==> src/rtl/ifm_pkg.sv <==
// Shared definitions for the multi-channel receive output arbiter.
package ifm_pkg;

  typedef enum logic [1:0] {
    S_IDLE = 2'd0,
    S_FWD  = 2'd1,
    S_DROP = 2'd2,
    S_EOF  = 2'd3
  } ifm_state_t;

  // Default width of each per-channel frame counter.
  localparam int C_CNTW_DEF = 32;

  // The EOF flag sits directly above the payload, at bit index C_DW of a word.
  function automatic int eof_bit(input int dw);
    return dw;
  endfunction

endpackage

==> src/rtl/ifm_rr_arb.sv <==
// Combinational round-robin arbiter: picks the lowest requesting index at or
// after ptr, wrapping. The pointer register lives in the parent.
module ifm_rr_arb
  import ifm_pkg::*;
#(
  parameter int C_NCH = 4,
  parameter int C_CHW = 2
) (
  input  logic [C_NCH-1:0] req,
  input  logic [C_CHW-1:0] ptr,
  input  logic             gnt_en,
  output logic [C_CHW-1:0] gnt_idx,
  output logic             gnt_valid
);

  int               idx;
  logic [C_CHW-1:0] sel_k;

  // Scan offsets from farthest to nearest so the nearest requester wins.
  always_comb begin
    gnt_idx   = '0;
    gnt_valid = 1'b0;
    idx       = 0;
    sel_k     = '0;
    for (int k = C_NCH - 1; k >= 0; k--) begin
      idx = int'(ptr) + k;
      if (idx >= C_NCH) idx = idx - C_NCH;
      sel_k = C_CHW'(idx);
      if (gnt_en && req[sel_k]) begin
        gnt_valid = 1'b1;
        gnt_idx   = sel_k;
      end
    end
  end

endmodule

==> src/rtl/ifm_out_arb.sv <==
// Round-robin frame arbiter: moves whole frames from C_NCH show-ahead data
// FIFOs into one shared good-frame FIFO, discards frames flagged bad, and
// keeps saturating per-channel good/drop frame counters.
module ifm_out_arb
  import ifm_pkg::*;
#(
  parameter int C_DW   = 72,
  parameter int C_NCH  = 4,
  parameter int C_CHW  = 2,
  parameter int C_CNTW = C_CNTW_DEF
) (
  input  logic                       sys_clk,
  input  logic                       rx_reset,
  input  logic [C_NCH*(C_DW+1)-1:0]  data_fifo_rdata,
  output logic [C_NCH-1:0]           data_fifo_rden,
  input  logic [C_NCH-1:0]           info_fifo_rdata,
  input  logic [C_NCH-1:0]           info_fifo_empty,
  output logic [C_NCH-1:0]           info_fifo_rden,
  output logic [C_DW:0]              good_fifo_wdata,
  output logic [C_CHW-1:0]           good_fifo_wchan,
  output logic                       good_fifo_wren,
  input  logic                       good_fifo_afull,
  input  logic                       cnt_clr,
  output logic [C_NCH*C_CNTW-1:0]    good_cnt,
  output logic [C_NCH*C_CNTW-1:0]    drop_cnt
);

  localparam int C_WW  = C_DW + 1;
  localparam int EOF_B = eof_bit(C_DW);

  ifm_state_t       state;
  logic [C_CHW-1:0] ptr;
  logic [C_CHW-1:0] cur;
  logic             verdict_q;

  logic [C_CHW-1:0] gnt_idx;
  logic             gnt_valid;
  logic             gnt_en;
  logic [C_CHW-1:0] sel;
  logic             verdict;
  logic             pop;
  logic             pop_eof;
  logic             wr;
  logic [C_WW-1:0]  pop_word;
  logic [C_NCH-1:0] rden;

  logic [C_WW-1:0]  wdata_p1;
  logic [C_CHW-1:0] wchan_p1;
  logic             vld_p1;
  logic [C_NCH-1:0] info_rden_p1;

  function automatic logic [C_CHW-1:0] next_ptr(input logic [C_CHW-1:0] i);
    if (int'(i) == C_NCH - 1) return '0;
    return i + 1'b1;
  endfunction

  function automatic logic [C_CNTW-1:0] sat_inc(input logic [C_CNTW-1:0] v);
    return (&v) ? v : v + 1'b1;
  endfunction

  assign gnt_en = (state == S_IDLE) && !good_fifo_afull;

  ifm_rr_arb #(
    .C_NCH (C_NCH),
    .C_CHW (C_CHW)
  ) u_arb (
    .req       (~info_fifo_empty),
    .ptr       (ptr),
    .gnt_en    (gnt_en),
    .gnt_idx   (gnt_idx),
    .gnt_valid (gnt_valid)
  );

  // Pop decision: in IDLE the arbiter picks the channel and supplies a fresh
  // verdict; afterwards the latched channel and verdict are used.
  always_comb begin
    sel     = (state == S_IDLE) ? gnt_idx : cur;
    verdict = (state == S_IDLE) ? info_fifo_rdata[gnt_idx] : verdict_q;
    case (state)
      S_IDLE:  pop = gnt_valid;
      S_FWD:   pop = !good_fifo_afull;
      S_DROP:  pop = 1'b1;
      default: pop = 1'b0;
    endcase
    rden = '0;
    if (pop) rden[sel] = 1'b1;
    pop_word = data_fifo_rdata[int'(sel)*C_WW +: C_WW];
    pop_eof  = pop_word[EOF_B];
    wr       = pop && verdict;
  end

  assign data_fifo_rden = rden;

  // Frame FSM plus the registered write/info-pop outputs.
  always_ff @(posedge sys_clk or posedge rx_reset) begin
    if (rx_reset) begin
      state        <= S_IDLE;
      ptr          <= '0;
      cur          <= '0;
      verdict_q    <= 1'b0;
      wdata_p1     <= '0;
      wchan_p1     <= '0;
      vld_p1       <= 1'b0;
      info_rden_p1 <= '0;
    end else begin
      // stage p0 -> p1: popped word becomes the output-FIFO write
      vld_p1 <= wr;
      if (wr) begin
        wdata_p1 <= pop_word;
        wchan_p1 <= sel;
      end
      info_rden_p1 <= '0;
      if (pop && pop_eof) info_rden_p1[sel] <= 1'b1;
      case (state)
        S_IDLE: begin
          if (gnt_valid) begin
            cur       <= gnt_idx;
            ptr       <= next_ptr(gnt_idx);
            verdict_q <= verdict;
            if (pop_eof)      state <= S_EOF;
            else if (verdict) state <= S_FWD;
            else              state <= S_DROP;
          end
        end
        S_FWD:   if (pop && pop_eof) state <= S_EOF;
        S_DROP:  if (pop_eof) state <= S_EOF;
        S_EOF:   state <= S_IDLE;
        default: state <= S_IDLE;
      endcase
    end
  end

  assign good_fifo_wdata = wdata_p1;
  assign good_fifo_wchan = wchan_p1;
  assign good_fifo_wren  = vld_p1;
  assign info_fifo_rden  = info_rden_p1;

  for (genvar g = 0; g < C_NCH; g++) begin : gen_cnt
    logic [C_CNTW-1:0] good_q;
    logic [C_CNTW-1:0] drop_q;
    logic              done;

    assign done = pop && pop_eof && (sel == C_CHW'(g));

    // Saturating frame counters; a same-cycle clear wins over an increment.
    always_ff @(posedge sys_clk or posedge rx_reset) begin
      if (rx_reset) begin
        good_q <= '0;
        drop_q <= '0;
      end else if (cnt_clr) begin
        good_q <= '0;
        drop_q <= '0;
      end else if (done) begin
        if (verdict) good_q <= sat_inc(good_q);
        else         drop_q <= sat_inc(drop_q);
      end
    end

    assign good_cnt[g*C_CNTW +: C_CNTW] = good_q;
    assign drop_cnt[g*C_CNTW +: C_CNTW] = drop_q;
  end

endmodule

==> config.mk <==
export PLATFORM = sky130hd
export DESIGN_NAME = ifm_out_arb
export DESIGN_NICKNAME = d
export VERILOG_FILES = /design/src/rtl/ifm_pkg.sv /design/src/rtl/ifm_rr_arb.sv /design/src/rtl/ifm_out_arb.sv
export SDC_FILE = /design/constraint.sdc
export NUM_CORES = 1
export LEC_CHECK = 0
export CORE_AREA = 4 4 247 249
export DETAILED_ROUTE_END_ITERATION = 10
export DIE_AREA = 0 0 251 253
export GPL_ROUTABILITY_DRIVEN = 0
export PLACE_DENSITY = 0.71
export SLEW_MARGIN = 20
export SYNTH_ARGS = -nofsm -noshare
export SYNTH_HDL_FRONTEND = slang
export SYNTH_SLANG_ARGS = --single-unit
==> constraint.sdc <==
create_clock -name sys_clk -period 25.3 [get_ports sys_clk]
set_input_delay 5.06 -clock sys_clk [delete_from_list [all_inputs] [get_ports sys_clk]]
set_output_delay 5.06 -clock sys_clk [all_outputs]
set_load 0.1 [all_outputs]
==> impl_metrics.json, run 1 <==
{
  "worstSetupPathType": "in2out",
  "cts_buffers": 43,
  "antenna_found_initial": 6,
  "critPathCaptureType": "output port",
  "yosysWarnings": 0,
  "synthCells": 2444,
  "ys_types": 72,
  "critPathRequiredTime_ns": 20.24,
  "slew_viol_final": 0,
  "clkLatencyLatePin_ns": 0.58,
  "cts_tree": "done",
  "grt-ovfl-total": 0,
  "cts_sinks": 343,
  "vias": 20300,
  "grt_pass1_wl_um": 119000,
  "power_density_nw_per_um2": 92.6,
  "nets": 3319,
  "coreArea_um2": 58700,
  "root_buffer": "clkbuf_16",
  "critPathMaxStageDelay_ns": 1.15,
  "track_usage_pct": 23.8,
  "h-tree-depth": 2,
  "holdCritPathClass": "reg2reg",
  "fin_crit_sh_pct": 51.8,
  "ys.flop_type": "dfrtp_1",
  "grt_max_degree": 190,
  "first_pass_iters": 6,
  "drc": 0,
  "cts_resized": 0,
  "via_per_inst": 5.34,
  "maxCapViolCount": 0,
  "crit_chain": "clkdlybuf4s50_1, nand2b_1, a41oi_1, nand2_1, a32o_4, nor2_1, clkdlybuf4s50_1",
  "dp_hpwl_um": 59300,
  "wl_um": 80100,
  "critPathTopFamily": "buffers and inverters",
  "cpMaxStageDelayCell": "clkdlybuf4s50_1",
  "final_cells": 3804,
  "boundaryPins": 644,
  "synthesis.area_um2": 19700,
  "status": "finished clean",
  "drt-initial-drc-count": 1829,
  "clockBufferDepth": 3,
  "path_common_cell": "clkdlybuf4s50_1",
  "clkTransAtPathRegs_ns": 0.05,
  "drive_above_1_share_pct": 4.98,
  "dieArea_um2": 63500,
  "power_uw": 2600,
  "synthesis.nets": 2762,
  "synth_edf_count": 0,
  "drt.antenna.violating_nets": 0,
  "die_h_um": 253,
  "yosysSeqAreaShare_pct": 43.6,
  "final_cell_mix": "clkdlybuf4s50_1 (624), nand2_1 (571), dfrtp_1 (343), o21ai_0 (220), nand3_1 (177)",
  "final_core_util_pct": 47.8,
  "hold_viol": 0,
  "floorplan.initialDensity_pct": 33.6,
  "numPlacedInstances": 3728,
  "rows": 89,
  "p_leak_uw": 0.0113,
  "avgSynthCellArea_um2": 8.06,
  "ys_seq_elements": 343,
  "die_w_um": 251,
  "first_global_vias": 18900,
  "slew_headroom_pct": 19.7,
  "wl_per_cell_um": 21.0,
  "critPathArrivalTime_ns": 8.05,
  "path_buf_inv": 2,
  "rsz0062_at_grt": "false",
  "setup_viol": 0,
  "portBuffers": 643,
  "min_period_ns": 13.11,
  "worst_pin_slew_ns": 1.20,
  "ctsHoldBuffers": 0,
  "fin_tns_setup_ns": 0,
  "fmax_mhz": 76.3,
  "max-vdd-ir-drop_v": 0.000165,
  "async_reset_ff_share_pct": 100,
  "critPathLaunchType": "primary input",
  "postCtsSetupBuffers": 0,
  "skew_ns": 0.0173,
  "final_common_cell": "clkdlybuf4s50_1",
  "path_max_fanout": 22,
  "whs_ns": 0.475,
  "area_growth_pct": 42.5
}
-- flip-flops by register name, summed over array words and instances (netlist names) --
register,count
gen_cnt.drop_q,128
gen_cnt.good_q,128
good_fifo_wdata,73
info_fifo_rden,4
cur,2
good_fifo_wchan,2
ptr,2
state,2
good_fifo_wren,1
verdict_q,1
-- kinds of logic after synthesis --
kind of cell,synth area share [%]
compound gates,11.8
xor+xnor,5.60
fa+ha+maj,0.889
buf+inv,3.75
flops,43.6
mux,1.10
simple gates,33.3
-- tightest hold or removal path, delay by kind of cell (launching register included) --
kind | cells | cell delay [ns]
AO/OA/AOI/OAI | 1 | 0.06
flip-flops | 1 | 0.33
AND/OR/NAND/NOR | 1 | 0.04
-- stage by stage --
stage / cell area, um2 / setup slack, ns
CTS: 28000 / 12.19
global route: 28100 / 12.02
finish: 28100 / 12.19
floorplan: 19700 / 10.73
detailed placement: 26700 / 12.20
global placement: 26700 / 12.26
-- cell type report --
| class | count | area (um2) |
|---|---|---|
| multi-input combinational | 1917 | 10400 |
| fill | 5705 | 30600 |
| timing repair buffer | 662 | 6590 |
| inverter | 34 | 136 |
| clock buffer | 63 | 1230 |
| tap | 773 | 967 |
| sequential | 343 | 8580 |
| antenna | 1 | 2.50 |
| clock inverter | 11 | 114 |
-- cells in the mapped netlist, drive strengths merged, types with 3 or more instances --
master  instances  area [um2]
nand2         573        2150
dfrtp         343        8580
o21ai         222        1120
nand3         178         896
nor2          174         653
clkbuf        114         428
a21oi         103         519
xnor2          95         832
nand4          77         482
or3            65         412
and3           55         344
nor4           54         389
nor3           49         267
buf            36         183
inv            33         124
xor2           31         272
or4            27         203
and4           25         219
and2           24         150
o31ai          19         143
ha             14         175
mux2           13         146
o21a            9        67.6
a21o            8        60.1
nor2b           8        50.1
nor4b           8        70.1
mux2i           7        70.1
nand2b          7        51.3
nor3b           7        57.6
o211ai          7        57.6
o41ai           7        61.3
nand3b          6        45.0
o31a            6        52.6
or2             6        37.5
a31oi           5        37.5
o311ai          5        43.8
or4b            4        40.0
a211o           3        35.0
nand4b          3        32.5
-- layer usage --
layer / up-vias / global-route usage [%] / wire (um)
met5: - / 0 / 51
li1: 9660 / - / -
met4: 8 / 6.45 / 2170
met1: 9758 / 31.6 / 33500
met2: 774 / 36.9 / 36100
met3: 102 / 8.39 / 8160
-- path summary, 6_finish.rpt --
kind                                     start                    end  slack (ns)  cells after the start
setup / recovery            info_fifo_empty[2]      data_fifo_rden[3]       12.19                      7
hold / removal             good_fifo_wdata[38]    good_fifo_wdata[38]        0.48                      2
setup reg to reg                      state[0]  gen_cnt[0].good_q[27]       20.72                     12
hold reg to reg            good_fifo_wdata[38]    good_fifo_wdata[38]        0.48                      2
max in group asynchronous             rx_reset     good_fifo_wdata[6]       18.02                      4
min in group asynchronous             rx_reset      info_fifo_rden[1]        5.00                      2
-- where the power goes --
group          internal, uW  total, uW  leakage [uW]  switching [uW]
clock network           348        599      0.000667             251
registers               617        659       0.00467            42.8
logic                   317       1340       0.00598            1020
total                  1280       2600        0.0113            1320
No activity file was read; power rests on OpenSTA's default activity.
==> run 2, diff against run 1 <==
Settings changed: CORE_AREA 4 4 247 249 to 4 4 250 252, DIE_AREA 0 0 251 253 to 0 0 254 256, PLACE_DENSITY 0.71 to 0.7.
Clock period 25.3 ns to 13.25 ns, I/O delays scaled along.
==> run 2 against run 1 <==
Register-to-register slack got worse by 12 ns. Cell count up 0.39%. Largest cell class unchanged. Sequential cell count stayed put. Cell area is 0.29% higher. Global-route usage fell by 0.45 points. Critical path depth did not move. Routed wire length up 0.27%. Combinational power is 90% higher. Clock skew rose by 0.0058 ns. Highest routed layer unchanged.
==> impl_metrics.json, run 2 (same netlist as run 1, synthesis figures left out) <==
{
  "status": "finished clean",
  "critPathMaxStageDelay_ns": 1.17,
  "slew_viol_final": 0,
  "critPathLaunchType": "primary input",
  "critPathRequiredTime_ns": 10.60,
  "min_period_ns": 8.34,
  "nets": 3321,
  "track_usage_pct": 23.3,
  "final_cell_area_um2": 28100,
  "wl_per_cell_um": 21.0,
  "first_pass_iters": 5,
  "rows": 90,
  "worst_slack_ns": 4.91,
  "dieArea_um2": 65000,
  "critPathArrivalTime_ns": 5.69,
  "final_cell_mix": "clkdlybuf4s50_1 (630), nand2_1 (571), dfrtp_1 (343), o21ai_0 (219), nand3_1 (177)",
  "pwr-share-comb_pct": 50.9,
  "boundaryPins": 644,
  "drt.antenna.violating_nets": 0,
  "grt-ovfl-total": 0,
  "clockBufferDepth": 3,
  "rsz0062_at_grt": "false",
  "root_buffer": "clkbuf_16",
  "top_layer_used": "met5",
  "p_leak_uw": 0.0113,
  "ctsHoldBuffers": 0,
  "wl_met1_um": 34300,
  "cts_tree": "done",
  "critPathCaptureType": "output port",
  "path_common_cell": "clkdlybuf4s50_1",
  "cts_buffers": 42,
  "fin_tns_setup_ns": 0,
  "die_h_um": 256,
  "fmax_mhz": 120,
  "drive_above_1_share_pct": 5.07,
  "via_per_inst": 5.30,
  "placed_cell_area_um2": 26700,
  "path_max_fanout": 10,
  "vias": 20200,
  "cts_sinks": 343,
  "swShare_pct": 50.5,
  "setup_viol": 0,
  "numPlacedInstances": 3741,
  "wl_um": 80300,
  "clkLatencyLatePin_ns": 0.58,
  "multi_input_area_um2": 10400,
  "dp_hpwl_um": 59500,
  "cpMaxStageDelayCell": "clkdlybuf4s50_1",
  "final_common_cell": "clkdlybuf4s50_1",
  "dr_wl_met2_um": 36800,
  "seqCellArea_um2": 8580,
  "r2r_cells": 10,
  "slew_headroom_pct": 18.8,
  "crit_chain": "clkdlybuf4s50_1, nand4_1, nand2_2, a21oi_1, nand3_1, nor2_1, clkdlybuf4s50_1",
  "first_global_vias": 18900,
  "area_growth_pct": 42.9,
  "maxCapViolCount": 0,
  "worstSetupPathType": "in2out",
  "coreArea_um2": 60100,
  "p_int_uw": 2470,
  "max-vdd-ir-drop_v": 0.000221,
  "fill_cells": 5788,
  "pre_cts_ws_ns": 4.94,
  "p_clk_share_pct": 23.8,
  "portBuffers": 643,
  "drc": 0,
  "switching_power_uw": 2520,
  "die_w_um": 254,
  "fin_crit_sh_pct": 62.9,
  "antenna_found_initial": 7,
  "final_cells": 3819,
  "holdCritPathClass": "reg2reg",
  "grt_max_degree": 191,
  "grt_pass1_wl_um": 119000,
  "skew_ns": 0.0230,
  "p_seq_share_pct": 25.3,
  "drt-initial-drc-count": 1796,
  "final_core_util_pct": 46.8,
  "clkTransAtPathRegs_ns": 0.05,
  "worst_pin_slew_ns": 1.21,
  "wl_met3_um": 7460,
  "h-tree-depth": 2,
  "cts_resized": 0,
  "hold_viol": 0,
  "postCtsSetupBuffers": 0,
  "power_density_nw_per_um2": 177,
  "whs_path_depth": 2,
  "floorplan.initialDensity_pct": 32.8
}
## run 2: per-stage QoR
step | power, uW | hold WS [ns]
global route | 5250 | 0.497
CTS | 5020 | 0.482
finish | 4990 | 0.475
floorplan | 3030 | 0.451
global placement | 3790 | 0.461
detailed placement | 3810 | 0.470
## run 2: worst paths after layout
kind                                           from                     to  slack, ns
worst min register to register  good_fifo_wdata[25]    good_fifo_wdata[25]       0.48
min in group asynchronous                  rx_reset  gen_cnt[1].good_q[11]       2.57
worst max-delay path             info_fifo_empty[3]      data_fifo_rden[0]       4.91
worst min-delay path            good_fifo_wdata[25]    good_fifo_wdata[25]       0.48
worst max register to register             state[0]  gen_cnt[3].drop_q[27]       8.33
max in group asynchronous                  rx_reset  gen_cnt[3].drop_q[11]       8.58
## run 2: cell type report
type	count	area share, %
tap	782	3.48
timing repair buffer	665	23.4
antenna	2	0.0178
multi-input combinational	1917	37.1
clock buffer	60	4.37
clock inverter	16	0.653
inverter	34	0.485
sequential	343	30.5
## run 2: power groups by stage
stage	Clock, uW	Combinational (uW)	Sequential, uW
final	1190	2540	1260
after global placement	0	2520	1270
after floorplan	0	966	2070
after detailed placement	0	2540	1280
after CTS	1220	2540	1260
after global routing	1270	2710	1280
## run 2: critical path, delay by kind of cell
| kind | cells | cell delay, ns |
|---|---|---|
| AOI/OAI and AO/OA | 1 | 0.37 |
| and+or+nand+nor | 4 | 0.90 |
| buffers and inverters | 2 | 1.75 |
## run 2: layer usage
layer	up-vias	global-route usage, %
met5	-	0
met4	4	5.58
met3	95	7.98
met2	712	36.5
met1	9763	31.1
li1	9675	-
==> run 3, diff against run 2 <==
Clock period 13.25 ns to 8.3 ns, I/O delays scaled along.
==> run 3 against run 2 <==
Critical path depth unchanged. Clock-buffer cell count fell by 6. Worst setup slack lost 3.1 ns. Sequential power grew 60%. Combinational power increased by 59%. Die area unchanged. Global-route usage about the same. Via count fell by 0.62%. Non-clock buffer count up 1. Power is 62% higher. Sequential cell count stayed put. Largest cell class unchanged.
==> impl_metrics.json, run 3 (same netlist as run 1, synthesis figures left out) <==
{
  "worst_slack_ns": 1.85,
  "cts_buffers": 42,
  "cts_sinks": 343,
  "area_growth_pct": 43.5,
  "clkLatencyLatePin_ns": 0.61,
  "drive_above_1_share_pct": 5.30,
  "critPathLaunchType": "primary input",
  "p_seq_share_pct": 25.0,
  "fin_tns_setup_ns": 0,
  "critPathMaxStageDelay_ns": 1.15,
  "die_w_um": 254,
  "path_common_cell": "clkdlybuf4s50_1",
  "cts_resized": 0,
  "wl_per_cell_um": 20.8,
  "clockBufferDepth": 3,
  "die_h_um": 256,
  "cts_tree": "done",
  "coreArea_um2": 60100,
  "antenna_found_initial": 8,
  "hold_viol": 0,
  "grt-ovfl-total": 0,
  "status": "finished clean",
  "rows": 90,
  "grt_max_degree": 146,
  "power_density_nw_per_um2": 285,
  "wl_um": 79600,
  "power_uw": 8050,
  "dp_hpwl_um": 59600,
  "drc": 0,
  "whs_ns": 0.477,
  "switching_power_uw": 4020,
  "critPathArrivalTime_ns": 4.79,
  "final_cell_mix": "clkdlybuf4s50_1 (627), nand2_1 (571), dfrtp_1 (343), o21ai_0 (220), nand3_1 (177)",
  "final_cell_area_um2": 28300,
  "track_usage_pct": 23.3,
  "clkTransAtPathRegs_ns": 0.05,
  "rsz0062_at_grt": "false",
  "critPathTopFamily": "buffers and inverters",
  "via_per_inst": 5.27,
  "path_buf_inv": 2,
  "vias": 20100,
  "fin_crit_sh_pct": 77.7,
  "worst_pin_slew_ns": 1.17,
  "dieArea_um2": 65000,
  "placed_cell_area_um2": 26700,
  "max-vdd-ir-drop_v": 0.000175,
  "path_max_fanout": 67,
  "drt-initial-drc-count": 1643,
  "root_buffer": "clkbuf_16",
  "maxCapViolCount": 0,
  "p_leak_uw": 0.0114,
  "p_clk_share_pct": 24.9,
  "slew_viol_final": 0,
  "fmax_mhz": 155,
  "pre_cts_ws_ns": 1.89,
  "floorplan.initialDensity_pct": 32.8,
  "critPathCaptureType": "output port",
  "pwr-share-comb_pct": 50.2,
  "h-tree-depth": 2,
  "drt.antenna.violating_nets": 0,
  "grt_pass1_wl_um": 118000,
  "swShare_pct": 49.9,
  "worstSetupPathType": "in2out",
  "postCtsSetupBuffers": 0,
  "setup_viol": 0,
  "boundaryPins": 644,
  "crit_chain": "clkdlybuf4s50_1, nand2b_1, a41oi_1, nand2_1, a32o_4, nor2_1, clkdlybuf4s50_1",
  "first_pass_iters": 6,
  "skew_ns": 0.0716,
  "first_global_vias": 18800,
  "nets": 3322,
  "critPathRequiredTime_ns": 6.64,
  "cpMaxStageDelayCell": "clkdlybuf4s50_1",
  "ctsHoldBuffers": 0,
  "portBuffers": 643,
  "min_period_ns": 6.45,
  "holdCritPathClass": "reg2reg",
  "p_int_uw": 4040,
  "slew_headroom_pct": 21.8,
  "final_common_cell": "clkdlybuf4s50_1"
}
run 3: cell count changes in the layout (fill, tap and decap cells not counted), sizes merged:
cell / change
clkdlybuf4s50: -3
clkinv: +2
bufinv: +4
clkbuf: -6
clkinvlp: +4
inv: -4
diode: +1
buf: +4
run 3: power groups by stage:
stage	clock network [uW]	registers, uW	logic, uW
final	2000	2010	4040
after floorplan	0	3300	1540
after global routing	2120	2030	4320
after CTS	2050	2010	4050
after detailed placement	0	2040	4040
after global placement	0	2030	4020
run 3: cell type report:
cell class / count / area [um2]
Clock buffer: 54 / 1180
Inverter: 34 / 133
Antenna cell: 3 / 7.51
Sequential cell: 343 / 8580
Timing Repair Buffer: 666 / 6610
Clock inverter: 22 / 349
Tap cell: 782 / 978
Multi-Input combinational cell: 1917 / 10400
Fill cell: 5898 / 31900
run 3: through the flow:
| stage | cells | utilization, % |
|---|---|---|
| 3_3_place_gp | 3742 | 44.5 |
| 6_report | 3821 | 47.0 |
| 2_1_floorplan | 2444 | - |
| 4_1_cts | 3818 | 47.0 |
| 5_1_grt | 3820 | 47.0 |
| 3_5_place_dp | 3742 | 44.5 |
run 3: routing by layer:
layer  GRT usage [%]  part of all wire [%]
met1            30.1                    41
met2            35.9                    45
met3            9.09                    11
met5               0                 0.069
met4            7.10                   3.0
run 3: final timing paths:
path	start	endpoint	slack, ns	cells after the start
max	info_fifo_empty[2]	data_fifo_rden[2]	1.85	7
min	good_fifo_wdata[41]	good_fifo_wdata[41]	0.48	2
max reg2reg	state[1]	gen_cnt[3].drop_q[27]	3.70	10
min reg2reg	good_fifo_wdata[41]	good_fifo_wdata[41]	0.48	2
max in group asynchronous	rx_reset	gen_cnt[1].drop_q[17]	5.09	4
min in group asynchronous	rx_reset	gen_cnt[1].good_q[5]	1.61	2
run 3: tightest hold or removal path: cells and delay by family, from the launching register on:
family	cells	cell delay [ns]
compound gates	1	0.06
flops	1	0.34
simple gates	1	0.04
